--- config.mk ---
export PLATFORM = sky130hd
export DESIGN_NAME = mult_unit_flat
export DESIGN_NICKNAME = d
export VERILOG_FILES = /design/src/rtl/mult_unit_if.sv /design/src/rtl/mult_unit.sv /design/src/flat_wrapper.sv
export SDC_FILE = /design/constraint.sdc
export NUM_CORES = 1
export LEC_CHECK = 0
export CAP_MARGIN = 40
export CORE_AREA = 3 3 190 192
export CTS_CLUSTER_DIAMETER = 200
export DETAILED_ROUTE_END_ITERATION = 12
export DIE_AREA = 0 0 193 195
export GPL_TIMING_DRIVEN = 0
export PLACE_DENSITY_LB_ADDON = 0.05
export SYNTH_ARGS = -nofsm -noshare
export SYNTH_HDL_FRONTEND = slang
export SYNTH_SLANG_ARGS = --single-unit
--- constraint.sdc ---
create_clock -name clk -period 4.71 [get_ports clk]
set_input_delay 0.471 -clock clk [delete_from_list [all_inputs] [get_ports clk]]
set_output_delay 0.471 -clock clk [all_outputs]
set_load 0.02 [all_outputs]
--- src/rtl/mult_unit_if.sv ---
// rtl/mult_unit_if.sv - operand, HI/LO move and result bundle of the MIPS multiplier
`timescale 1ns/1ps
interface mult_unit_if #(parameter int WIDTH = 32);
  logic             start;
  logic             is_signed;
  logic [WIDTH-1:0] op_a;
  logic [WIDTH-1:0] op_b;
  logic             mthi;
  logic             mtlo;
  logic [WIDTH-1:0] wr_data;
  logic             busy;
  logic             done;
  logic [WIDTH-1:0] hi;
  logic [WIDTH-1:0] lo;

  modport master (
    output start, is_signed, op_a, op_b, mthi, mtlo, wr_data,
    input  busy, done, hi, lo
  );

  modport slave (
    input  start, is_signed, op_a, op_b, mthi, mtlo, wr_data,
    output busy, done, hi, lo
  );
endinterface

--- src/rtl/mult_unit.sv ---
// rtl/mult_unit.sv - iterative shift-add multiplier with architectural HI/LO registers
`timescale 1ns/1ps
module mult_unit #(
  parameter int WIDTH = 32
) (
  input logic         clk,
  input logic         reset,
  mult_unit_if.slave  bus
);
  localparam int CW = $clog2(WIDTH) + 1;
  localparam logic [CW-1:0] LAST = CW'(WIDTH - 1);

  typedef enum logic [1:0] {IDLE, RUN, DONE} state_t;

  state_t             state;
  logic [CW-1:0]      counter;
  logic [2*WIDTH-1:0] mcand;
  logic [2*WIDTH-1:0] acc;
  logic [WIDTH-1:0]   mplier;
  logic               neg;
  logic               busy_q;
  logic               done_q;
  logic [WIDTH-1:0]   hi_q;
  logic [WIDTH-1:0]   lo_q;
  logic [WIDTH-1:0]   mag_a;
  logic [WIDTH-1:0]   mag_b;

  // The most negative value negates to itself, which is the correct unsigned magnitude.
  assign mag_a = (bus.is_signed && bus.op_a[WIDTH-1]) ? -bus.op_a : bus.op_a;
  assign mag_b = (bus.is_signed && bus.op_b[WIDTH-1]) ? -bus.op_b : bus.op_b;

  always_ff @(posedge clk or negedge reset) begin
    if (!reset) begin
      state   <= IDLE;
      counter <= '0;
      mcand   <= '0;
      acc     <= '0;
      mplier  <= '0;
      neg     <= 1'b0;
      busy_q  <= 1'b0;
      done_q  <= 1'b0;
      hi_q    <= '0;
      lo_q    <= '0;
    end else begin
      done_q <= 1'b0;
      case (state)
        IDLE: begin
          if (bus.mthi) hi_q <= bus.wr_data;
          if (bus.mtlo) lo_q <= bus.wr_data;
          if (bus.start) begin
            mcand   <= {{WIDTH{1'b0}}, mag_a};
            mplier  <= mag_b;
            neg     <= bus.is_signed & (bus.op_a[WIDTH-1] ^ bus.op_b[WIDTH-1]);
            acc     <= '0;
            counter <= '0;
            busy_q  <= 1'b1;
            state   <= RUN;
          end
        end
        RUN: begin
          if (mplier[0]) acc <= acc + mcand;
          mcand   <= mcand << 1;
          mplier  <= mplier >> 1;
          counter <= counter + CW'(1);
          if (counter == LAST) state <= DONE;
        end
        DONE: begin
          {hi_q, lo_q} <= neg ? -acc : acc;
          busy_q <= 1'b0;
          done_q <= 1'b1;
          state  <= IDLE;
        end
        default: state <= IDLE;
      endcase
    end
  end

  assign bus.busy = busy_q;
  assign bus.done = done_q;
  assign bus.hi   = hi_q;
  assign bus.lo   = lo_q;
endmodule
--- src/flat_wrapper.sv ---
// flat-port wrapper written by rule: the top's interface ports become plain ports
module mult_unit_flat 
#(
  parameter int WIDTH = 32
)
  (clk, reset, bus_start, bus_is_signed, bus_op_a, bus_op_b, bus_mthi, bus_mtlo, bus_wr_data, bus_busy, bus_done, bus_hi, bus_lo);
  mult_unit_if #(.WIDTH(WIDTH)) bus_i ();
  input logic clk;
  input logic reset;
  input wire logic [$bits(bus_i.start)-1:0] bus_start;
  input wire logic [$bits(bus_i.is_signed)-1:0] bus_is_signed;
  input wire logic [$bits(bus_i.op_a)-1:0] bus_op_a;
  input wire logic [$bits(bus_i.op_b)-1:0] bus_op_b;
  input wire logic [$bits(bus_i.mthi)-1:0] bus_mthi;
  input wire logic [$bits(bus_i.mtlo)-1:0] bus_mtlo;
  input wire logic [$bits(bus_i.wr_data)-1:0] bus_wr_data;
  output wire logic [$bits(bus_i.busy)-1:0] bus_busy;
  output wire logic [$bits(bus_i.done)-1:0] bus_done;
  output wire logic [$bits(bus_i.hi)-1:0] bus_hi;
  output wire logic [$bits(bus_i.lo)-1:0] bus_lo;
  assign bus_i.start = bus_start;
  assign bus_i.is_signed = bus_is_signed;
  assign bus_i.op_a = bus_op_a;
  assign bus_i.op_b = bus_op_b;
  assign bus_i.mthi = bus_mthi;
  assign bus_i.mtlo = bus_mtlo;
  assign bus_i.wr_data = bus_wr_data;
  assign bus_busy = bus_i.busy;
  assign bus_done = bus_i.done;
  assign bus_hi = bus_i.hi;
  assign bus_lo = bus_i.lo;
  mult_unit #(.WIDTH(WIDTH)) u_core (.clk(clk), .reset(reset), .bus(bus_i));
endmodule
# Yosys cells after proc, flatten, opt, wreduce, memory -nomap -nowiden
# Cells that the tools add are included.
dict set report totals {
  register_bits 235
  in_bits 102
  out_inout_bits 66
}
dict set report op_classes {
  addsub 5
  eq_ne 8
  muxes 22
  bitwise 2
  n_reduce_logical 12
}
# cell count
set ops {}
lappend ops {{64-bit two-way mux} 4}
lappend ops {{64-bit one-hot mux with 2 select lines} 2}
lappend ops {{32-bit one-hot mux with 2 select lines} 3}
lappend ops {{32-bit two-way mux} 5}
lappend ops {{64-bit adder} 1}
lappend ops {{32-bit negation} 2}
lappend ops {{64-bit negation} 1}
lappend ops {{6-bit one-hot mux with 2 select lines} 1}
lappend ops {{2-bit AND reduction} 6}
lappend ops {{6-bit by 1-bit adder with 6-bit output, second input constant} 1}
lappend ops {{6-bit by 5-bit equality test with 1-bit output, second input constant} 1}
lappend ops {{6-bit two-way mux} 1}
lappend ops {{2-bit != test, second input constant} 3}
lappend ops {{2-bit two-way mux} 2}
lappend ops {{2-bit by 1-bit != test with 1-bit output, second input constant} 2}
lappend ops {{2-bit one-hot mux with 2 select lines} 1}
lappend ops {{2-bit nonzero test} 2}
lappend ops {{3-bit AND reduction} 1}
lappend ops {{2-bit by 1-bit equality test with 1-bit output, second input constant} 1}
lappend ops {{2-bit equality test, second input constant} 1}
lappend ops {{1-bit logical AND} 2}
lappend ops {{2-bit zero test} 1}
lappend ops {{1-bit two-way mux} 2}
lappend ops {{1-bit one-hot mux with 2 select lines} 1}
lappend ops {{2 further kinds} 2}

# Longest topological paths before layout
dict set report depth {
  word_depth 4
  mapped_depth 14
  mapped_depth_nobuf 14
}

# Worst setup path after synthesis
# No wires, ideal clock.
dict set report synth_path {
  path_kind {register to register}
  startpoint {register u_core.acc[1]}
  endpoint {register u_core.acc[47]}
  arrival_ns 3.216
  setup_slack_ns 1.372
  stages_incl_launch_ff 13
  synth_period_minus_slack_ns 3.338
  path_cell_list {dfrtp_1 -> ha_1 -> a211oi_2 -> o21ai_1 -> and4_1 -> o311a_1 -> o41ai_2 -> nor3_1 -> or2_1 -> a21oi_2 -> nor3_1 -> or3_1 -> a32o_1}
}
dict set report synth_via {
  elab_chain_cells 3
}
# element line_no
set synth_lines {}
lappend synth_lines {{start: declaration} mult_unit.sv:18} ;# logic [2*WIDTH-1:0] acc;
lappend synth_lines {{start signal: assignment} mult_unit.sv:61} ;# if (mplier[0]) acc <= acc + mcand;
lappend synth_lines {{64-bit adder} mult_unit.sv:61}
lappend synth_lines {{64-bit two-way mux} mult_unit.sv:61}
lappend synth_lines {{64-bit one-hot mux with 2 select lines} mult_unit.sv:46} ;# case (state)
# No other way between the ends. The select of a mux whose other input is x is not followed.
# A chain may end at the register's enable or synchronous reset.

# Worst setup path in the final report
dict set report layout_path {
  startpoint {register u_core.acc[0]}
  endpoint {register u_core.acc[56]}
}
# The elaborated chain is that of the path after synthesis.

==> impl_metrics.yaml <==
outcome:
  outcome: "finished clean"
floorplanning:
  row_count: 68
  dieHeight_um: 195
  die_area_um2: 37600
  io_pins: 168
  coreArea_um2: 34500
  initial_core_util_pct: 44.8
  die_x_um: 193
drt:
  routedWlPerCell_um: 20.1
  ant_nets: 0
  wl_mm: 50.3
  viasPerCell: 5.78
  first_iter_violations: 904
  drt_drc_violations_left: 0
  first_pass_iters: 5
  vias: 14500
logic_synthesis:
  syn_nets: 1999
  synth_cell_types: 71
  synth_area_leader_cell: "dfrtp_1"
  yosys_warnings: 0
  synth_area_um2: 15500
  async_flop_share_pct: 100
  yosysSeqAreaShare_pct: 38.0
  ys_dominant_reg_cell: "dfrtp_1"
  synth.avg_cell_area_um2: 8.46
  synth_seq_cells: 235
  synth-edff-count: 0
  ys_top_cells_by_area: "dfrtp_1 38%, nand2_1 6.7%, o21ai_0 6.5%"
  synthCells: 1829
  synth_top_area_share_pct: 38.0
worst_setup_path:
  cp_top_family: "compound AO/OA/AOI/OAI gates"
  r2r-end: "u_core.acc[56]"
  worst-path-buf-inv: 1
  endpoint_kind: "flop"
  crit_end: "u_core.acc[56]"
  cp_slowest_stage_delay_ps: 700
  crit_slowest_cell: "a211oi_1"
  crit_arrival_ps: 4750
  startpoint: "u_core.acc[0]"
  crit_path_max_fanout: 6
  r2r_cells: 14
  r2r-start: "u_core.acc[0]"
  path_class: "reg -> reg"
  r2r_slack_ps: 370
  cp.depth: 14
  critPathLaunchType: "flop"
  required_ps: 5120
  crit_chain: "ha_1 > inv_1 > fa_1 > nand2b_1 > a21oi_1 > a211oi_1 > o21ai_1 > a21oi_1 > o21ai_1 > a41oi_1 > a31o_2 > o31ai_1 > xnor2_1 > o21ai_0"
clocking:
  cts_setup_buffers: 0
  path_clk_slew_ps: 60
  cts.sinks: 235
  htreeDepth: 1
  clockRootBuffer: "clkbuf_16"
  cts_tree: "done"
  clock_latency_ps: 560
  cts_buffers: 28
  clock_path_buffers: 3
global_routing:
  grt_antenna_before_repair: 0
  grt_pass1_vias: 14200
  grt_max_degree: 91
  grt-ovfl-total: 0
  grt_pass1_wl_mm: 78.8
  grt_use_total_pct: 26.4
worst_hold_path:
  min_path_type: "in -> async"
timing:
  fin_crit_sh_pct: 92.2
  worstMarginPinSlew_ps: 890
  slew_headroom_pct: 40.4
  drv_slew: 0
  min_period_ps: 4340
  finalHoldViolCount: 0
  skew_ps: 14.2
  fin_ws_ps: 370
  fmax_mhz: 230
  finalSetupViolations: 0
  rsz0062_at_grt: "no"
layout:
  n_antenna_cell: 0
  layout-drive-gt1-share_pct: 4.04
  area_growth_pct: 21.4
  nNetsFinal: 2202
  fin_area_um2: 18800
  fin_util_pct: 54.4
flow_run:
  max_cap_viol_count: 0
pwr:
  p_leak_nw: 8.09
  vdd_drop_max_mv: 0.299
  power_per_cell_area_nw_per_um2: 600
  p_total_w: 0.0113
place:
  dp_hpwl_mm: 40.1
  preCtsSetupSlack_ps: 427
  numPortBuffers: 167
  place_area_um2: 17800
  place.gp.congestion: 0.962
-- power breakdown --
part | switching, W | internal, W
registers | 0.000816 | 0.00271
clock network | 0.000881 | 0.00138
logic | 0.00331 | 0.00217
-- synth_stat cells (all sizes together) (11+ instances only) --
library cell / instances
nand2: 277
dfrtp: 235
o21ai: 208
nor2: 128
clkbuf: 100
xnor2: 98
a21oi: 97
xor2: 79
ha: 67
nand3: 62
a21o: 59
a22oi: 59
o31ai: 54
inv: 33
nand4: 24
a211oi: 23
nor3: 18
a31oi: 17
o41ai: 17
nor4: 16
o21bai: 15
or3: 15
or4: 12
and3: 11
-- layout by cell type (no fill, tap or decap), types with 22 or more instances in the layout --
cell and n:
clkbuf_16 29, a21oi_1 95, dfrtp_1 235, xor2_1 79, nand2_1 277, nand4_1 23
clkdlybuf4s50_1 166, o31ai_1 53, clkbuf_1 105, nand3_1 61, nor2_1 127, a211oi_1 22
a22oi_1 59, inv_1 33, xnor2_1 98, o21ai_0 201, a21o_1 59, ha_1 67
-- metal layers --
| layer | vias up | GRT usage [%] | part of all wire [%] |
|---|---|---|---|
| met4 | 0 | 6.21 | 2.3 |
| li1 | 7039 | - | - |
| met1 | 6970 | 36.6 | 46 |
| met5 | - | 0 | 0 |
| met3 | 71 | 3.23 | 5.5 |
| met2 | 429 | 44.1 | 46 |
-- flip-flops by register name, indices dropped and copies added (netlist names) --
signal           cells
u_core.acc          64
u_core.mcand        64
u_core.counter       6
u_core.bus.lo       32
u_core.bus.done      1
u_core.bus.hi       32
u_core.state         2
u_core.bus.busy      1
u_core.neg           1
u_core.mplier       32
-- stage by stage --
| step | setup TNS, ps | hold WS [ps] | cells |
|---|---|---|---|
| 6_report | 0 | 457 | 2509 |
| 5_1_grt | 0 | 498 | 2509 |
| 4_1_cts | 0 | 479 | 2509 |
| 3_5_place_dp | 0 | 456 | 2456 |
| 3_3_place_gp | -1654960 | 462 | 2451 |
| 2_1_floorplan | 0 | 175 | 1829 |
-- area by class of cell --
cell class	instances	area, um^2
Fill cell	3248	15800
Multi-Input combinational cell	1452	9060
Sequential cell	235	5880
Timing Repair Buffer	173	1770
Clock buffer	40	827
Tap cell	455	569
Buffer	108	408
Clock inverter	12	144
Inverter	34	128
-- worst min-delay path by stage --
stage | from | to | slack (ps) | cells past startpoint
2_1_floorplan | reset | u_core.acc[0] | 180 | 0
3_3_place_gp | u_core.bus.hi[6] | u_core.bus.hi[6] | 460 | 2
3_5_place_dp | reset | u_core.bus.lo[11] | 460 | 1
4_1_cts | reset | u_core.bus.lo[11] | 480 | 2
5_1_grt | reset | u_core.bus.lo[11] | 500 | 2
6_report | reset | u_core.bus.lo[9] | 460 | 2
-- kinds of logic (layout without fill, tap and decap cells) --
| group | after synthesis | after routing | share of synthesized area [%] |
|---|---|---|---|
| fa+ha+maj | 68 | 68 | 5.55 |
| flops | 235 | 235 | 38.0 |
| buf+inv | 142 | 367 | 3.46 |
| xor+xnor | 177 | 177 | 10.0 |
| simple gates | 603 | 603 | 17.9 |
| compound gates | 602 | 602 | 24.9 |
| mux | 2 | 2 | 0.129 |
-- repair_timing --
| item | CTS | global route |
|---|---|---|
| endpoints found under the hold margin | 63 | 0 |
| gates resized for setup | 0 | 0 |
| hold buffers | 1 | 0 |
-- worst reg2reg max path, stage by stage, from the launching register on --
cell and delay (ps):
dfrtp_1 480, ha_1 300, inv_1 80, fa_1 170, nand2b_1 170, a21oi_1 80, a211oi_1 700, o21ai_1 350
a21oi_1 510, o21ai_1 320, a41oi_1 440, a31o_2 260, o31ai_1 90, xnor2_1 150, o21ai_0 90
(Power assumes the default switching activity.)
==> RTL change 1, RTL diff (config.mk and constraints unchanged) <==
Re-encode `state_t` (3 states) as one-hot, 3 bits wide.
--- a/src/rtl/mult_unit.sv
+++ b/src/rtl/mult_unit.sv
@@ -10,7 +10,7 @@
   localparam int CW = $clog2(WIDTH) + 1;
   localparam logic [CW-1:0] LAST = CW'(WIDTH - 1);
 
-  typedef enum logic [1:0] {IDLE, RUN, DONE} state_t;
+  typedef enum logic [2:0] {IDLE = 3'b001, RUN = 3'b010, DONE = 3'b100} state_t;
 
   state_t             state;
   logic [CW-1:0]      counter;
Formal check against the unedited RTL: same outputs for any inputs over 4 cycles, from zero or initial values and one cycle with reset low; so few cycles prove little.
==> RTL change 1 against the original RTL <==
- area after synthesis grew 1.9%
- sequential power shrank 3%
- synthesized cell count grew 0.98%
- global-route usage shrank 1.1 points
- setup slack gained 0.14 ns
- critical path depth shrank 3
- total power grew 3.9%
- sequential cell count grew 1
- cell area grew 1.3%
- maximum frequency grew 3.3%
- routed wire length shrank 4.2%
- largest power group unchanged
- highest routed layer unchanged
==> RTL change 1: results (changes against the original RTL) <==
| Metric | Value |
|---|---|
| Pin count of the biggest net entering global routing | 106 (was 91) |
| Met1 Wirelength | 22700 um (was 23000 um) |
| Crit path DAT | 4.67 ns (was 4.75 ns) |
| Met2 GRT Util | 41.3% (was 44.1%) |
| Vias in the first global route | 13663 (was 14161) |
| Status | complete, no violations (unchanged) |
| First-pass GRT wire length | 76100 um (was 78800 um) |
| XOR/XNOR share of the synthesized area | 10.2% (was 10.0%) |
| Count of different cell masters after synthesis | 65 (was 71) |
| Synth area leaders | dfrtp_1 37%, o21ai_0 8.5%, nand2_1 6.9% (was dfrtp_1 38%, nand2_1 6.7%, o21ai_0 6.5%) |
| Total power | 11.7 mW (was 11.3 mW) |
| Post-synth top cells | 291 x nand2_1, 268 x o21ai_0, 235 x dfrtp_1 (was 277 x nand2_1, 235 x dfrtp_1, 201 x o21ai_0) |
| Synth Area in Adders | 5.44% (was 5.55%) |
| Slowest CP cell | a2111oi_0 (was a211oi_1) |
| Dpl ws | 0.542 ns (was 0.427 ns) |
| WL/cell | 19.1 um (was 20.1 um) |
| Met3 GRT Util | 2.96% (was 3.23%) |
| Drt initial violations | 821 (was 904) |
| Sequential Power Share | 29.2% (was 31.3%) |
| Final nets | 2220 (was 2202) |
| Combinational power share | 51.9% (was 48.7%) |
| Pleak | 8.00 nW (was 8.09 nW) |
| GR Util met1 | 36.7% (was 36.6%) |
| Metal3 WL | 2560 um (was 2770 um) |
| Worst reg2reg path depth | 11 (was 14) |
| Share of the synthesized area in the top cell type | 37.3% (was 38.0%) |
| Final hold slack | 0.424 ns (was 0.457 ns) |
| Crit Reg-Reg Startpoint | u_core.acc[26] (was u_core.acc[0]) |
| Placed Cells | 2474 (was 2456) |
| Dpl hpwl | 38600 um (was 40100 um) |
| Switching Power | 5.13 mW (was 5.01 mW) |
| CP max FO | 8 (was 6) |
| RR Endpoint | u_core.acc[49] (was u_core.acc[56]) |
| Vias per cell | 5.65 (was 5.78) |
| Slew @ Worst Pin | 0.933 ns (was 0.890 ns) |
[RTL change 1: changes by cell type after synthesis, sizes merged, moves of 11 or more]
cell	unedited run	this run
a211oi	23	6
a21o	59	33
mux2i	2	60
nand2	277	291
nor2	128	61
o21ai	208	270
o31ai	54	36
or3	15	26
xnor2	98	114
[RTL change 1: layout make-up]
class                      count  area, um2
sequential                   236       5910
fill                        3217      15500
timing repair buffer         173       1760
clock buffer                  40        827
buffer                       118        449
tap                          455        569
clock inverter                11        120
multi-input combinational   1467       9310
inverter                      26       97.6
[RTL change 1: worst max-delay path by stage]
stage | startpoint | endpoint | slack [ns]
5_1_grt | u_core.acc[12] | u_core.acc[49] | 0.17
6_report | u_core.acc[26] | u_core.acc[49] | 0.51
3_3_place_gp | reset | u_core.mplier[9] | -7.00
3_5_place_dp | u_core.acc[12] | u_core.bus.hi[22] | 0.54
2_1_floorplan | u_core.acc[12] | u_core.bus.hi[30] | 0.97
4_1_cts | u_core.acc[26] | u_core.acc[49] | 0.53
==> RTL change 2, RTL diff (config.mk and constraints unchanged) <==
Made on the original files. `WIDTH` is set to 32 in 3 places; all go to 16.
--- a/src/rtl/mult_unit_if.sv
+++ b/src/rtl/mult_unit_if.sv
@@ -1,6 +1,6 @@
 // rtl/mult_unit_if.sv - operand, HI/LO move and result bundle of the MIPS multiplier
 `timescale 1ns/1ps
-interface mult_unit_if #(parameter int WIDTH = 32);
+interface mult_unit_if #(parameter int WIDTH = 16);
   logic             start;
   logic             is_signed;
   logic [WIDTH-1:0] op_a;
--- a/src/rtl/mult_unit.sv
+++ b/src/rtl/mult_unit.sv
@@ -1,7 +1,7 @@
 // rtl/mult_unit.sv - iterative shift-add multiplier with architectural HI/LO registers
 `timescale 1ns/1ps
 module mult_unit #(
-  parameter int WIDTH = 32
+  parameter int WIDTH = 16
 ) (
   input logic         clk,
   input logic         reset,
--- a/src/flat_wrapper.sv
+++ b/src/flat_wrapper.sv
@@ -1,7 +1,7 @@
 // flat-port wrapper written by rule: the top's interface ports become plain ports
 module mult_unit_flat 
 #(
-  parameter int WIDTH = 32
+  parameter int WIDTH = 16
 )
   (clk, reset, bus_start, bus_is_signed, bus_op_a, bus_op_b, bus_mthi, bus_mtlo, bus_wr_data, bus_busy, bus_done, bus_hi, bus_lo);
   mult_unit_if #(.WIDTH(WIDTH)) bus_i ();
Interface: changed (5 resized); port bits go from 168 to 88. The function was not compared with the original's and may differ.
==> RTL change 2 against the original RTL <==
- routed wire length down 44%
- total power decreased by 39%
- cell area fell by 46%
- area after synthesis down 49%
- sequential power is 43% lower
- setup slack better by 1.0 ns
- global-route usage shrank 11 points
- sequential cell count down 113
- non-clock buffer count fell by 146
- critical path type unchanged
- critical endpoint is now u_core.acc[29]
- highest routed layer is now met5
==> RTL change 2: results (changes against the original RTL) <==
| Metric | Value |
|---|---|
| Met1 Wirelength | 13500 um (was 23000 um) |
| H-tree Lvls | 4 (was 1) |
| GR Util met1 | 21.0% (was 36.6%) |
| Vias in the first global route | 7335 (was 14161) |
| Dpl hpwl | 22000 um (was 40100 um) |
| Layout cell share with drive strength beyond 1 | 4.70% (was 4.04%) |
| Hold Path Class | register to register (was input pin to async pin) |
| Biggest regs | u_core.acc x32, u_core.mcand x32 (was u_core.acc x64, u_core.mcand x64) |
| Internal | 3.91 mW (was 6.26 mW) |
| Pin count of the biggest net entering global routing | 79 (was 91) |
| Worst R2R Setup Slack | 1.38 ns (was 0.37 ns) |
| Wirelength, routed | 28100 um (was 50300 um) |
| Worst skew pair latency | 0.43 ns (was 0.56 ns) |
| Cell Count, Final, Fillers Out | 1498 (was 2509) |
| Peak supply drop | 0.280 mV (was 0.299 mV) |
| Final nets | 1122 (was 2202) |
| Count of different cell masters after synthesis | 66 (was 71) |
| Drt initial violations | 351 (was 904) |
| Gr usage total | 15.4% (was 26.4%) |
| Worst Skew | 0.0111 ns (was 0.0142 ns) |
| Post-synth top cells | 143 x nand2_1, 122 x dfrtp_1, 113 x o21ai_0 (was 277 x nand2_1, 235 x dfrtp_1, 201 x o21ai_0) |
| Syn nets | 1012 (was 1999) |
| Post-Syn Area per Cell | 8.60 um2 (was 8.46 um2) |
| First-pass GRT wire length | 44200 um (was 78800 um) |
| Worst reg2reg path depth | 10 (was 14) |
| Status | complete, no violations (unchanged) |
| Pleak | 4.29 nW (was 8.09 nW) |
| DR top layer | met5 (was met4) |
| Crit path DAT | 3.63 ns (was 4.75 ns) |
| Port Buffers | 87 (was 167) |
| Num CTS Buffers | 17 (was 28) |
-- RTL change 2: kinds of logic (layout without fill, tap and decap cells) --
logic type	Yosys count	in the layout	share of synthesized area, %
buffers and inverters	66	188	3.46
XOR/XNOR	76	76	8.40
flip-flops	122	122	38.5
AND/OR/NAND/NOR	312	312	18.7
AO/OA/AOI/OAI	296	296	23.4
multiplexers	12	12	1.52
adder cells (fa/ha/maj)	37	37	5.94
-- RTL change 2: how the worst max path moves through the flow --
stage / start / end / depth (start not counted) / slack, ns
CTS: u_core.acc[19] / u_core.acc[29] / 10 / 1.35
detailed placement: u_core.acc[19] / u_core.acc[29] / 10 / 1.36
finish: u_core.acc[19] / u_core.acc[29] / 10 / 1.38
global route: u_core.acc[19] / u_core.acc[29] / 10 / 1.18
floorplan: u_core.acc[0] / u_core.acc[28] / 11 / 1.95
global placement: reset / u_core.acc[28] / 1 / -2.46
-- RTL change 2: per-stage QoR --
step / utilization, % / total power [mW] / setup TNS [ns] / setup slack [ns] / hold WS (ns)
after floorplan: - / 4.23 / 0 / 1.95 / 0.175
after global placement: 27.1 / 5.52 / -296.72 / -2.46 / 0.468
after detailed placement: 27.2 / 5.52 / 0 / 1.36 / 0.453
after CTS: 29.1 / 7.03 / 0 / 1.35 / 0.488
after global routing: 29.1 / 7.57 / 0 / 1.18 / 0.513
final: 29.1 / 6.92 / 0 / 1.38 / 0.481
-- RTL change 2: what timing repair did --
item,4_1_cts,5_1_grt
hold buffers,1,0
hold endpoints to repair,17,0
buffers inserted,0,0
-- RTL change 2: final cells by class --
class                           instances  area [um2]
Buffer                                 44         191
Clock buffer                           24         482
Clock inverter                          7         163
Fill cell                            3738       24500
Inverter                               22        82.6
Multi-Input combinational cell        733        4600
Sequential cell                       122        3050
Tap cell                              455         569
Timing Repair Buffer                   91         922
